## src/rtl/mem_pkg.sv

```systemverilog
// Shared types for the store path: store size encoding, FIFO entry layout and lane masks.
package mem_pkg;

    localparam int MEM_DATA_W = 32;
    localparam int MEM_ADDR_W = 32;
    localparam int MEM_BE_W   = 4;

    typedef enum logic [1:0] {
        SIZE_B = 2'b00,
        SIZE_H = 2'b01,
        SIZE_W = 2'b10
    } store_size_t;

    typedef enum logic {
        ST_ISSUE = 1'b0,
        ST_SPLIT = 1'b1
    } wr_state_t;

    typedef struct packed {
        logic [MEM_ADDR_W-1:0] addr;
        logic [MEM_DATA_W-1:0] data;
        store_size_t           size;
        logic                  split;
    } store_entry_t;

    function automatic logic [MEM_BE_W-1:0] size_mask(input store_size_t size);
        logic [MEM_BE_W-1:0] mask;
        case (size)
            SIZE_B:  mask = 4'b0001;
            SIZE_H:  mask = 4'b0011;
            SIZE_W:  mask = 4'b1111;
            default: mask = 4'b0000;
        endcase
        return mask;
    endfunction

endpackage

```

## src/rtl/mem_write_if.sv

```systemverilog
// Data-memory write port: the store controller drives mem_out, the memory samples mem_in.
interface mem_write #(
    parameter int ADDR_WIDTH  = 32,
    parameter int DATA_WIDTH  = 32,
    parameter int WR_EN_WIDTH = 4
);
    logic [WR_EN_WIDTH-1:0] wr_en;
    logic [ADDR_WIDTH-1:0]  wr_addr;
    logic [DATA_WIDTH-1:0]  wr_data;

    modport mem_out (output wr_en, output wr_addr, output wr_data);
    modport mem_in  (input  wr_en, input  wr_addr, input  wr_data);
endinterface

```

## src/rtl/store_fifo.sv

```systemverilog
// Small synchronous FIFO for store entries; pointers wrap modulo DEPTH (power of two).
module store_fifo #(
    parameter int  DEPTH = 4,
    parameter type T     = logic [7:0]
) (
    input  logic                     clk,
    input  logic                     rst,
    input  logic                     push,
    input  logic                     pop,
    input  T                         din,
    output T                         dout,
    output logic                     full,
    output logic                     empty,
    output logic [$clog2(DEPTH):0]   count
);
    localparam int PW = $clog2(DEPTH);
    localparam logic [PW:0] FULL_CNT = DEPTH[PW:0];

    T               mem_q [DEPTH];
    logic [PW-1:0]  rd_ptr_q, rd_ptr_d, wr_ptr_q, wr_ptr_d;
    logic [PW:0]    count_q, count_d;
    logic           do_push_s, do_pop_s;

    assign full      = (count_q == FULL_CNT);
    assign empty     = (count_q == {(PW+1){1'b0}});
    assign count     = count_q;
    assign dout      = mem_q[rd_ptr_q];
    assign do_push_s = push && !full;
    assign do_pop_s  = pop && !empty;

    always_comb begin
        rd_ptr_d = rd_ptr_q;
        wr_ptr_d = wr_ptr_q;
        count_d  = count_q;
        if (do_push_s) begin
            wr_ptr_d = wr_ptr_q + PW'(1);
        end else begin
            wr_ptr_d = wr_ptr_q;
        end
        if (do_pop_s) begin
            rd_ptr_d = rd_ptr_q + PW'(1);
        end else begin
            rd_ptr_d = rd_ptr_q;
        end
        case ({do_push_s, do_pop_s})
            2'b10:   count_d = count_q + (PW+1)'(1);
            2'b01:   count_d = count_q - (PW+1)'(1);
            default: count_d = count_q;
        endcase
    end

    always_ff @(posedge clk) begin
        if (rst) begin
            rd_ptr_q <= {PW{1'b0}};
            wr_ptr_q <= {PW{1'b0}};
            count_q  <= {(PW+1){1'b0}};
        end else begin
            rd_ptr_q <= rd_ptr_d;
            wr_ptr_q <= wr_ptr_d;
            count_q  <= count_d;
        end
    end

    // Storage needs no reset: occupancy alone decides what is valid.
    always_ff @(posedge clk) begin
        if (do_push_s) begin
            mem_q[wr_ptr_q] <= din;
        end
    end

endmodule

```

## src/rtl/store_write_ctrl.sv

```systemverilog
// Store write controller: buffers MEM-stage stores and drains one lane-aligned write per cycle.
// Macro STORE_SPLIT_EN: misaligned SH/SW become two writes instead of being dropped.
module store_write_ctrl
    import mem_pkg::*;
#(
    parameter int DATA_WIDTH  = MEM_DATA_W,
    parameter int ADDR_WIDTH  = MEM_ADDR_W,
    parameter int WR_EN_WIDTH = MEM_BE_W,
    parameter int DEPTH       = 4
) (
    input  logic                  clk,
    input  logic                  rst,
    input  logic                  req_valid,
    output logic                  req_ready,
    input  logic [ADDR_WIDTH-1:0] req_addr,
    input  logic [DATA_WIDTH-1:0] req_data,
    input  logic [1:0]            req_size,
    input  logic                  mem_busy,
    output logic                  misalign,
    output logic                  idle,
    mem_write.mem_out             wr
);
    localparam int CW = $clog2(DEPTH) + 1;

    store_entry_t             push_entry_s, head_s;
    logic                     accept_s, illegal_s, unaligned_s;
    logic                     push_s, pop_s, full_s, empty_s;
    logic [CW-1:0]            count_s;
    wr_state_t                state_q, state_d;
    logic [WR_EN_WIDTH-1:0]   wr_en_q, wr_en_d;
    logic [ADDR_WIDTH-1:0]    wr_addr_q, wr_addr_d, word_addr_s;
    logic [DATA_WIDTH-1:0]    wr_data_q, wr_data_d, repl_data_s, rot_data_s;
    logic [2*DATA_WIDTH-1:0]  rot_wide_s;
    logic [2*WR_EN_WIDTH-1:0] lanes_s;
    logic                     misalign_q, misalign_d;

    assign req_ready   = !full_s;
    assign accept_s    = req_valid && req_ready;
    assign illegal_s   = (req_size == 2'b11);
    assign unaligned_s = ((req_size == 2'b01) && req_addr[0]) ||
                         ((req_size == 2'b10) && (req_addr[1:0] != 2'b00));

    always_comb begin
        push_entry_s.addr = req_addr;
        push_entry_s.data = req_data;
        push_entry_s.size = store_size_t'(req_size);
`ifdef STORE_SPLIT_EN
        push_entry_s.split = unaligned_s;
        push_s             = accept_s && !illegal_s;
        misalign_d         = accept_s && illegal_s;
`else
        push_entry_s.split = 1'b0;
        push_s             = accept_s && !illegal_s && !unaligned_s;
        misalign_d         = accept_s && (illegal_s || unaligned_s);
`endif
    end

    store_fifo #(
        .DEPTH (DEPTH),
        .T     (store_entry_t)
    ) u_fifo (
        .clk   (clk),
        .rst   (rst),
        .push  (push_s),
        .pop   (pop_s),
        .din   (push_entry_s),
        .dout  (head_s),
        .full  (full_s),
        .empty (empty_s),
        .count (count_s)
    );

    // Low half of lanes_s is the addressed word, high half spills into the next word.
    assign lanes_s     = {{WR_EN_WIDTH{1'b0}}, size_mask(head_s.size)} << head_s.addr[1:0];
    assign word_addr_s = {head_s.addr[ADDR_WIDTH-1:2], 2'b00};
    assign rot_wide_s  = {head_s.data, head_s.data} << {head_s.addr[1:0], 3'b000};
    assign rot_data_s  = rot_wide_s[2*DATA_WIDTH-1:DATA_WIDTH];

    always_comb begin
        case (head_s.size)
            SIZE_B:  repl_data_s = {4{head_s.data[7:0]}};
            SIZE_H:  repl_data_s = {2{head_s.data[15:0]}};
            default: repl_data_s = head_s.data;
        endcase
    end

    always_comb begin
        state_d   = state_q;
        pop_s     = 1'b0;
        wr_en_d   = {WR_EN_WIDTH{1'b0}};
        wr_addr_d = wr_addr_q;
        wr_data_d = wr_data_q;
        case (state_q)
            ST_ISSUE: begin
                if (!empty_s && !mem_busy) begin
                    wr_en_d   = lanes_s[WR_EN_WIDTH-1:0];
                    wr_addr_d = word_addr_s;
                    if (head_s.split) begin
                        wr_data_d = rot_data_s;
                    end else begin
                        wr_data_d = repl_data_s;
                    end
                    // A misaligned half-word inside one word still needs only one write.
                    if (head_s.split && (lanes_s[2*WR_EN_WIDTH-1:WR_EN_WIDTH] != {WR_EN_WIDTH{1'b0}})) begin
                        state_d = ST_SPLIT;
                    end else begin
                        pop_s = 1'b1;
                    end
                end else begin
                    state_d = ST_ISSUE;
                end
            end
            ST_SPLIT: begin
                if (!mem_busy) begin
                    wr_en_d   = lanes_s[2*WR_EN_WIDTH-1:WR_EN_WIDTH];
                    wr_addr_d = word_addr_s + ADDR_WIDTH'(4);
                    wr_data_d = rot_data_s;
                    pop_s     = 1'b1;
                    state_d   = ST_ISSUE;
                end else begin
                    state_d = ST_SPLIT;
                end
            end
            default: state_d = ST_ISSUE;
        endcase
    end

    always_ff @(posedge clk) begin
        if (rst) begin
            state_q    <= ST_ISSUE;
            wr_en_q    <= {WR_EN_WIDTH{1'b0}};
            wr_addr_q  <= {ADDR_WIDTH{1'b0}};
            wr_data_q  <= {DATA_WIDTH{1'b0}};
            misalign_q <= 1'b0;
        end else begin
            state_q    <= state_d;
            wr_en_q    <= wr_en_d;
            wr_addr_q  <= wr_addr_d;
            wr_data_q  <= wr_data_d;
            misalign_q <= misalign_d;
        end
    end

    assign misalign   = misalign_q;
    assign idle       = (count_s == {CW{1'b0}}) && (state_q == ST_ISSUE);
    assign wr.wr_en   = wr_en_q;
    assign wr.wr_addr = wr_addr_q;
    assign wr.wr_data = wr_data_q;

endmodule

```

## src/flat_wrapper.sv

```systemverilog
// flat-port wrapper written by rule: the top's interface ports become plain ports
module store_write_ctrl_flat import mem_pkg::*;
#(
    parameter int DATA_WIDTH  = MEM_DATA_W,
    parameter int ADDR_WIDTH  = MEM_ADDR_W,
    parameter int WR_EN_WIDTH = MEM_BE_W,
    parameter int DEPTH       = 4
)
  (clk, rst, req_valid, req_ready, req_addr, req_data, req_size, mem_busy, misalign, idle, wr_wr_en, wr_wr_addr, wr_wr_data);
  mem_write #(.ADDR_WIDTH(ADDR_WIDTH), .DATA_WIDTH(DATA_WIDTH), .WR_EN_WIDTH(WR_EN_WIDTH)) wr_i ();
  input  logic clk;
  input  logic rst;
  input  logic req_valid;
  output logic req_ready;
  input  logic [ADDR_WIDTH-1:0] req_addr;
  input  logic [DATA_WIDTH-1:0] req_data;
  input  logic [1:0] req_size;
  input  logic mem_busy;
  output logic misalign;
  output logic idle;
  output wire logic [$bits(wr_i.wr_en)-1:0] wr_wr_en;
  output wire logic [$bits(wr_i.wr_addr)-1:0] wr_wr_addr;
  output wire logic [$bits(wr_i.wr_data)-1:0] wr_wr_data;
  assign wr_wr_en = wr_i.wr_en;
  assign wr_wr_addr = wr_i.wr_addr;
  assign wr_wr_data = wr_i.wr_data;
  store_write_ctrl #(.DATA_WIDTH(DATA_WIDTH), .ADDR_WIDTH(ADDR_WIDTH), .WR_EN_WIDTH(WR_EN_WIDTH), .DEPTH(DEPTH)) u_core (.clk(clk), .rst(rst), .req_valid(req_valid), .req_ready(req_ready), .req_addr(req_addr), .req_data(req_data), .req_size(req_size), .mem_busy(mem_busy), .misalign(misalign), .idle(idle), .wr(wr_i));
endmodule
```

## config.mk

```make
export PLATFORM = sky130hd
export DESIGN_NAME = store_write_ctrl_flat
export DESIGN_NICKNAME = d
export VERILOG_FILES = /design/src/rtl/mem_pkg.sv /design/src/rtl/mem_write_if.sv /design/src/rtl/store_fifo.sv /design/src/rtl/store_write_ctrl.sv /design/src/flat_wrapper.sv
export SDC_FILE = /design/constraint.sdc
export NUM_CORES = 1
export LEC_CHECK = 0
export ABC_CLOCK_PERIOD_IN_PS = 4850
export BUFFER_PORTS_ARGS = -buffer_cell sky130_fd_sc_hd__buf_2
export CAP_MARGIN = 15
export CELL_PAD_IN_SITES_DETAIL_PLACEMENT = 1
export CELL_PAD_IN_SITES_GLOBAL_PLACEMENT = 1
export CORE_ASPECT_RATIO = 0.7
export CORE_MARGIN = 2
export CORE_UTILIZATION = 33
export CTS_BUF_LIST = sky130_fd_sc_hd__clkbuf_8
export DETAILED_ROUTE_END_ITERATION = 7
export MAX_ROUTING_LAYER = met4
export PLACE_DENSITY_LB_ADDON = 0.12
export SYNTH_ARGS = -nofsm -noshare
export SYNTH_HDL_FRONTEND = slang
export SYNTH_SLANG_ARGS = --single-unit
```

## constraint.sdc

```tcl
create_clock -name clk -period 4.85 [get_ports clk]
set_clock_uncertainty 0.15 [all_clocks]
set_input_delay 0.2425 -clock clk [delete_from_list [all_inputs] [get_ports clk]]
set_output_delay 0.2425 -clock clk [all_outputs]
set_load 0.005 [all_outputs]
```

======== After elaboration in Yosys (flattened, before gate mapping) ========
Memory sizes are Yosys's and may differ from the RTL's. A register that Yosys moved wholly into a read port is not among the register bits.
Index checks and enable logic that the tools add are counted.
storage, ports and cells
  logic and storage cells ................. 76
  register bits ........................... 77
  bits in writable memories ............... 264
  input port bits ......................... 70
  output and inout port bits .............. 71
  memories ................................ 1
cells by class
  equality and inequality tests ........... 10
  bitwise gates (word level) .............. 1
  reductions and logical operators ........ 24
  shift operators ......................... 2
  add/subtract/negate cells ............... 5
  muxes and demuxes ....................... 25
memories
  name                 words  width  read ports  clocked after Yosys merged registers in  wr ports  RTL line          source
  u_core.u_fifo.mem_q  4      66     1           1                                        1         store_fifo.sv:19  T mem_q [DEPTH];
operators by type and width
  operator                 count
  $pmux W32 S2             3
  $mux W32                 5
  $shl A64 B5 Y64          1
  $add A32 B3 Y32 const B  1
  $pmux W4 S3              1
  $logic_and A1 B1 Y1      10
  $eq A2 B2 Y1 const B     4
  $mux W1                  8
  $mux W4                  2
  $pmux W4 S2              1
  $shl A4 B2 Y8            1
  $eq A2 B1 Y1 const B     3
  $pmux W3 S2              1
  $logic_not A1 Y1         5
  $add A2 B1 Y2 const B    2
  $mux W2                  2
  $pmux W1 S2              2
  $reduce_bool A2 Y1       2
  $reduce_bool A4 Y1       1
  $add A3 B1 Y3 const B    1
  $eq A3 B3 Y1 const B     1
  $logic_not A3 Y1         1
  $sub A3 B1 Y3 const B    1
  $logic_not A2 Y1         1
  other kinds (6)          7

======== Depth between registers and ports, before layout ========
Gate-level depths: netlist of run 1.
  depth in word-level cells ............... 11
  gate-level depth with buffers ........... 15

======== Cells and area by module ========
From an unflattened synthesis of run 1, not the netlist that was laid out.
second synthesis, totals
  cell total of the unflattened synthesis .. 944
  area, all modules ....................... 14,737.9 sq um
by module, submodules not included
  module            area an instance (sq um)  sequential area each (sq um)  instances  cells each
  store_fifo        10,172.3                  8,227.9                       1          404
  store_write_ctrl  4,565.6                   1,361.3                       1          540

======== Least setup slack after synthesis of run 1 ========
OpenSTA, ideal clock, no wires.
  path kind ............................... reg-to-reg
  start point ............................. reg with a tool-made name
  end point ............................... reg u_core.wr_data_q[31], in the netlist u_core.wr.wr_data[31]
  clock period less this slack ............ 3,516 ps
  required time ........................... 4,622 ps
  data arrival time ....................... 3,288 ps
  path buffers ............................ 7
  path slack .............................. 1,334 ps
  cell stages (with the launch flop) ...... 15
  cells stage by stage .................... dfxtp_1 -> buf_6 -> buf_12 -> buf_12 -> buf_8 -> buf_2 -> mux4_2 -> ha_1 -> clkbuf_1 -> nor2_1 -> clkbuf_1 -> a22oi_1 -> a21oi_1 -> a31oi_1 -> nor3_1
RTL lines
  item                  RTL line                 source
  end signal, assigned  store_write_ctrl.sv:133  wr_data_q <= {DATA_WIDTH{1'b0}};
  end signal, assigned  store_write_ctrl.sv:139  wr_data_q <= wr_data_d;
  end, declared         store_write_ctrl.sv:32   logic [DATA_WIDTH-1:0] wr_data_q, wr_data_d, repl_data_s, rot_data_s;

==> out/qor.yml, run 1 <==
status: "complete, no violations"
core_area_um2: 42500
final_common_cell: "edfxtp_1"
syn_inst: 960
cts_max_level: 2
worst_slew_pin_slew_ns: 1.06
hold_viol_final: 0
ys_types: 56
min_period_ns: 3.50
start_util_pct: 33.6
grt_overflow: 0
place_ws_ns: 1.33
holdCritPathClass: "in -> reg"
power_density_nw_per_um2: 509
synth_edf_count: 264
drtPass1Iterations: 4
postCtsSetupBuffers: 0
rsz0062_at_grt: "no"
yosysSeqAreaShare_pct: 66.3
maxCapViolCount: 0
regToRegSetupSlack_ns: 1.35
grt_first_pass_wirelength_um: 58800
wl_per_cell_um: 21.9
clk_pin_slew_ns: 0.06
num_vias: 8853
vdd_drop_max_uv: 205
antenna_found_initial: 3
netlist_area_um2: 14300
critPathArrivalTime_ns: 3.78
setup_violations: 0
cts_resized: 0
cts_tree: "built"
fin_crit_sh_pct: 72.1
worstSetupStartpointType: "register"
die_h_um: 178
drive_above_1_share_pct: 24.5
gp_congestion: 0.727
grt_use_total_pct: 18.0
tns_ns: 0
path_class: "reg -> reg"
final_nets: 1259
relSlewSlack_pct: 28.5
synthFlopType: "edfxtp_1"
numPortBuffers: 138
syn_area_per_cell_um2: 14.9
dp.final_hpwl_um: 25600
final_cell_mix: "edfxtp_1 (264), buf_2 (138), nor2_1 (91), nand2_1 (88), dfxtp_1 (75)"
grt_max_degree: 58
endpoint_kind: "register"
grt_pass1_vias: 9181
max_freq_ghz: 0.286
die-area_um2: 45000
leakage_nw: 6.14
route.detailed.drc: 0
wl_um: 38800
fp-row-count: 63
cts_made_buffers: 54
ys_ff_latch: 341
via_per_inst: 4.98
drtAntennaViolNets: 0
hold_buffers: 68
die_width_um: 253
clock_path_buffers: 3
dr.first_iter.drc_count: 465
critPathMaxFanout: 34
required_ns: 5.13
area_growth_pct: 21.0
yosysWarnings: 0
clock-root-buffer: "clkbuf_8"
async_flop_share_pct: 0
final_max_slew_viol_count: 0
clock_latency_ns: 0.60
setup_ws_ns: 1.35
io_pins: 141
cts_sinks: 341
## through the flow
stage | total power, W | utilization, % | std cells | hold WS, ns | cell area, µm²
finish | 0.00880 | 40.7 | 1776 | 0.0879 | 17300
global route | 0.00936 | 40.7 | 1776 | 0.108 | 17300
CTS | 0.00893 | 40.7 | 1773 | 0.0382 | 17300
detailed placement | 0.00649 | 36.6 | 1606 | 0.315 | 15600
global placement | 0.00647 | 36.6 | 1606 | 0.310 | 15600
floorplan | 0.00556 | - | 961 | 0.191 | 14300
## per-layer routing
layer	up-vias	routed length (µm)	share of wire [%]	GRT usage, %
li1	4131	-	-	-
met5	-	0	0	-
met2	176	16300	42	25.6
met1	4493	20300	52	26.6
met4	0	552	1.4	3.92
met3	53	1630	4.2	3.34
## cells in the mapped netlist (10+ instances only)
| cell type | count | area, µm² |
|---|---|---|
| a211oi_1 | 27 | 203 |
| nand4_1 | 11 | 68.8 |
| mux4_2 | 53 | 1190 |
| mux4_1 | 12 | 315 |
| clkbuf_1 | 33 | 124 |
| a31oi_1 | 28 | 175 |
| nor3_1 | 30 | 150 |
| nor2_1 | 91 | 342 |
| ha_1 | 10 | 125 |
| inv_1 | 12 | 45.0 |
| dfxtp_1 | 77 | 1540 |
| xnor2_1 | 14 | 123 |
| xor2_1 | 20 | 175 |
| nor4_1 | 11 | 68.8 |
| edfxtp_1 | 264 | 7930 |
| mux2i_1 | 44 | 440 |
| nand2_1 | 88 | 330 |
| nand3_1 | 10 | 50.1 |
| buf_2 | 18 | 90.1 |
| a21oi_1 | 38 | 190 |
## state kept, by name (all words and copies together) (netlist names), named ones only
name                    flops
u_core.u_fifo.count         3
u_core.u_fifo.wr_ptr_q      2
u_core.state_q              1
u_core.u_fifo.mem_q       264
u_core.wr.wr_en             4
u_core.misalign             1
u_core.u_fifo.rd_ptr_q      2
u_core.wr.wr_addr          30
u_core.wr.wr_data          32
## logic make-up after synthesis
family / synth area share (%)
and+or+nand+nor: 8.99
AOI/OAI and AO/OA: 5.23
buffers and inverters: 2.57
muxes: 13.8
adders and majority gates: 1.02
xor gates and xnor gates: 2.08
other: 0.0262
DFF: 66.3
## path summary, 6_finish.rpt
| path | start | endpoint | cells past startpoint |
|---|---|---|---|
| min reg2reg | u_core.wr.wr_data[23] | u_core.wr.wr_data[23] | 2 |
| min | rst | register | 2 |
| max reg2reg | register | u_core.wr.wr_data[26] | 9 |
| max | register | u_core.wr.wr_data[26] | 9 |
## worst max-delay path, stage by stage (launching register included)
cell	delay (ns)
dfxtp_4	0.79
mux4_2	0.64
inv_1	0.11
ha_1	0.52
nor2_1	0.20
buf_4	0.25
a22oi_1	0.24
a21oi_1	0.11
a31oi_1	0.20
nor3_1	0.07
## layout make-up
| cell class | count | area [µm²] |
|---|---|---|
| Clock buffer | 63 | 867 |
| Tap cell | 552 | 691 |
| Antenna cell | 3 | 7.51 |
| Inverter | 14 | 52.6 |
| Timing Repair Buffer | 221 | 1530 |
| Sequential cell | 341 | 9480 |
| Multi-Input combinational cell | 546 | 4490 |
| Fill cell | 4366 | 25200 |
| Clock inverter | 36 | 178 |
## where the power goes
group          internal [W]  switching (W)
clock               0.00123        0.00113
sequential          0.00347       0.000293
combinational       0.00112        0.00156
Note: power is estimated with default switching activity, not from simulation.
==> run 2: changes to the inputs <==
- ABC_CLOCK_PERIOD_IN_PS: 4850 -> 3100
- clock period: 4.85 -> 3.1 ns (I/O delays scaled with it)
==> out/qor.yml, run 2 (synthesis gave the netlist of run 1 again) <==
start_util_pct: 33.6
grt_overflow: 0
max_freq_ghz: 0.347
via_per_inst: 5.01
wl_per_cell_um: 22.0
crit_slowest_cell: "mux4_2"
worstSetupStartpointType: "register"
place_area_um2: 15900
final_max_slew_viol_count: 0
wl_um: 39900
grt_first_pass_wirelength_um: 59900
gp_congestion: 0.751
crit_chain: "mux4_2, ha_1, nor2_4, buf_4, mux2i_1, o21ai_0, a31oi_1, nor3_1"
die_width_um: 253
largest_register: "u_core.u_fifo.mem_q"
vdd_drop_max_uv: 309
clock_path_buffers: 3
grt_max_degree: 64
fin_util_pct: 41.7
io_pins: 141
critPathArrivalTime_ns: 3.19
cpPeakStageDelay_ns: 0.59
grt_pass1_vias: 9434
clock-root-buffer: "clkbuf_8"
fin_crit_sh_pct: 92.9
endpoint_kind: "register"
die-area_um2: 45000
dp.final_hpwl_um: 26800
cts_max_level: 2
setup_violations: 0
die_h_um: 178
rsz0062_at_grt: "no"
drtPass1Iterations: 5
dp.cells: 1634
drtAntennaViolNets: 0
dr.first_iter.drc_count: 554
cts_tree: "built"
tns_ns: 0
holdCritPathClass: "in -> reg"
path_class: "reg -> reg"
cts_made_buffers: 55
final_area_um2: 17700
required_ns: 3.41
route.detailed.drc: 0
status: "complete, no violations"
fillCellCount: 4320
min_period_ns: 2.88
critPathMaxFanout: 15
grt_use_total_pct: 18.5
leakage_nw: 6.30
numPortBuffers: 138
clock_latency_ns: 0.61
cp_num_buf_inv: 1
num_vias: 9068
antenna_found_initial: 4
maxCapViolCount: 0
worst_slew_pin_slew_ns: 0.812
stdcell_count: 1811
final_cell_mix: "edfxtp_1 (264), buf_2 (138), nor2_1 (89), nand2_1 (88), dfxtp_1 (75)"
fp-row-count: 63
clk_pin_slew_ns: 0.06
relSlewSlack_pct: 45.8
core_area_um2: 42500
worst_path_dominant_cell_family: "multiplexers"
drive_above_1_share_pct: 26.9
largest_reg_flops: 264
cts_sinks: 341
area_growth_pct: 23.9
final_common_cell: "edfxtp_1"
final_nets: 1290
power_density_nw_per_um2: 795
hold_viol_final: 0
==> run 2: changes by cell type in the layout (fill, tap and decap cells not counted), moves of 2 or more <==
| cell | previous run | this run |
|---|---|---|
| clkinv_1 | 4 | 14 |
| buf_12 | 4 | 16 |
| inv_1 | 40 | 26 |
| nor2_1 | 91 | 89 |
| buf_4 | 11 | 28 |
| clkinv_2 | 3 | 9 |
==> run 2: layout make-up <==
type	count	area, µm²	share of cell area, %
flip-flops and latches	341	9480	53.5
multi-input cells	546	4490	25.4
repair buffers	251	1910	10.8
clock buffers	64	881	4.98
well taps	552	691	3.90
clock inverters	39	193	1.09
inverters	14	52.6	0.297
diodes	4	10.0	0.0565
==> run 2: path summary, 6_finish.rpt <==
kind / start / to / slack [ns] / cells after the start
setup / recovery: register / u_core.wr.wr_data[19] / 0.22 / 8
hold / removal: rst / u_core.wr.wr_data[11] / 0.07 / 2
setup reg to reg: register / u_core.wr.wr_data[19] / 0.22 / 8
hold reg to reg: u_core.wr.wr_data[26] / u_core.wr.wr_data[26] / 0.34 / 2
==> run 2: layer usage <==
metal	vias to the layer above	wire [µm]	GRT usage, %	share of wire, %
li1	4195	-	-	-
met2	183	17200	26.5	43
met3	56	1760	3.58	4.4
met4	0	651	4.22	1.6
met5	-	0	-	0
met1	4634	20300	27.0	51
==> run 2: worst register-to-register path, stage by stage (launching register included) <==
cell and delay, ns:
dfxtp_4 0.55, mux4_2 0.60, ha_1 0.28, nor2_4 0.42, buf_4 0.22, mux2i_1 0.17
o21ai_0 0.09, a31oi_1 0.19, nor3_1 0.07
==> run 2: what timing repair did <==
| item | in CTS | in global routing |
|---|---|---|
| gates resized for setup | 0 | 1 |
| endpoints found under the hold margin | 276 | 0 |
| hold buffers | 69 | 0 |
| buffers inserted | 0 | 1 |
| setup endpoints to repair | 0 | 4 |
==> run 2: power by group <==
group          internal [W]  leakage [nW]  switching [W]
clock network       0.00197         0.609        0.00184
logic               0.00189          2.66        0.00257
registers           0.00543          3.03       0.000367
==> run 2: through the flow <==
| step | power (W) | hold slack [ns] | setup slack [ns] |
|---|---|---|---|
| 2_1_floorplan | 0.00872 | 0.104 | 0.00690 |
| 3_3_place_gp | 0.0103 | 0.223 | 0.214 |
| 3_5_place_dp | 0.0103 | 0.222 | 0.150 |
| 4_1_cts | 0.0143 | 0.0189 | 0.131 |
| 5_1_grt | 0.0149 | 0.0463 | 0.0646 |
| 6_report | 0.0141 | 0.0705 | 0.221 |
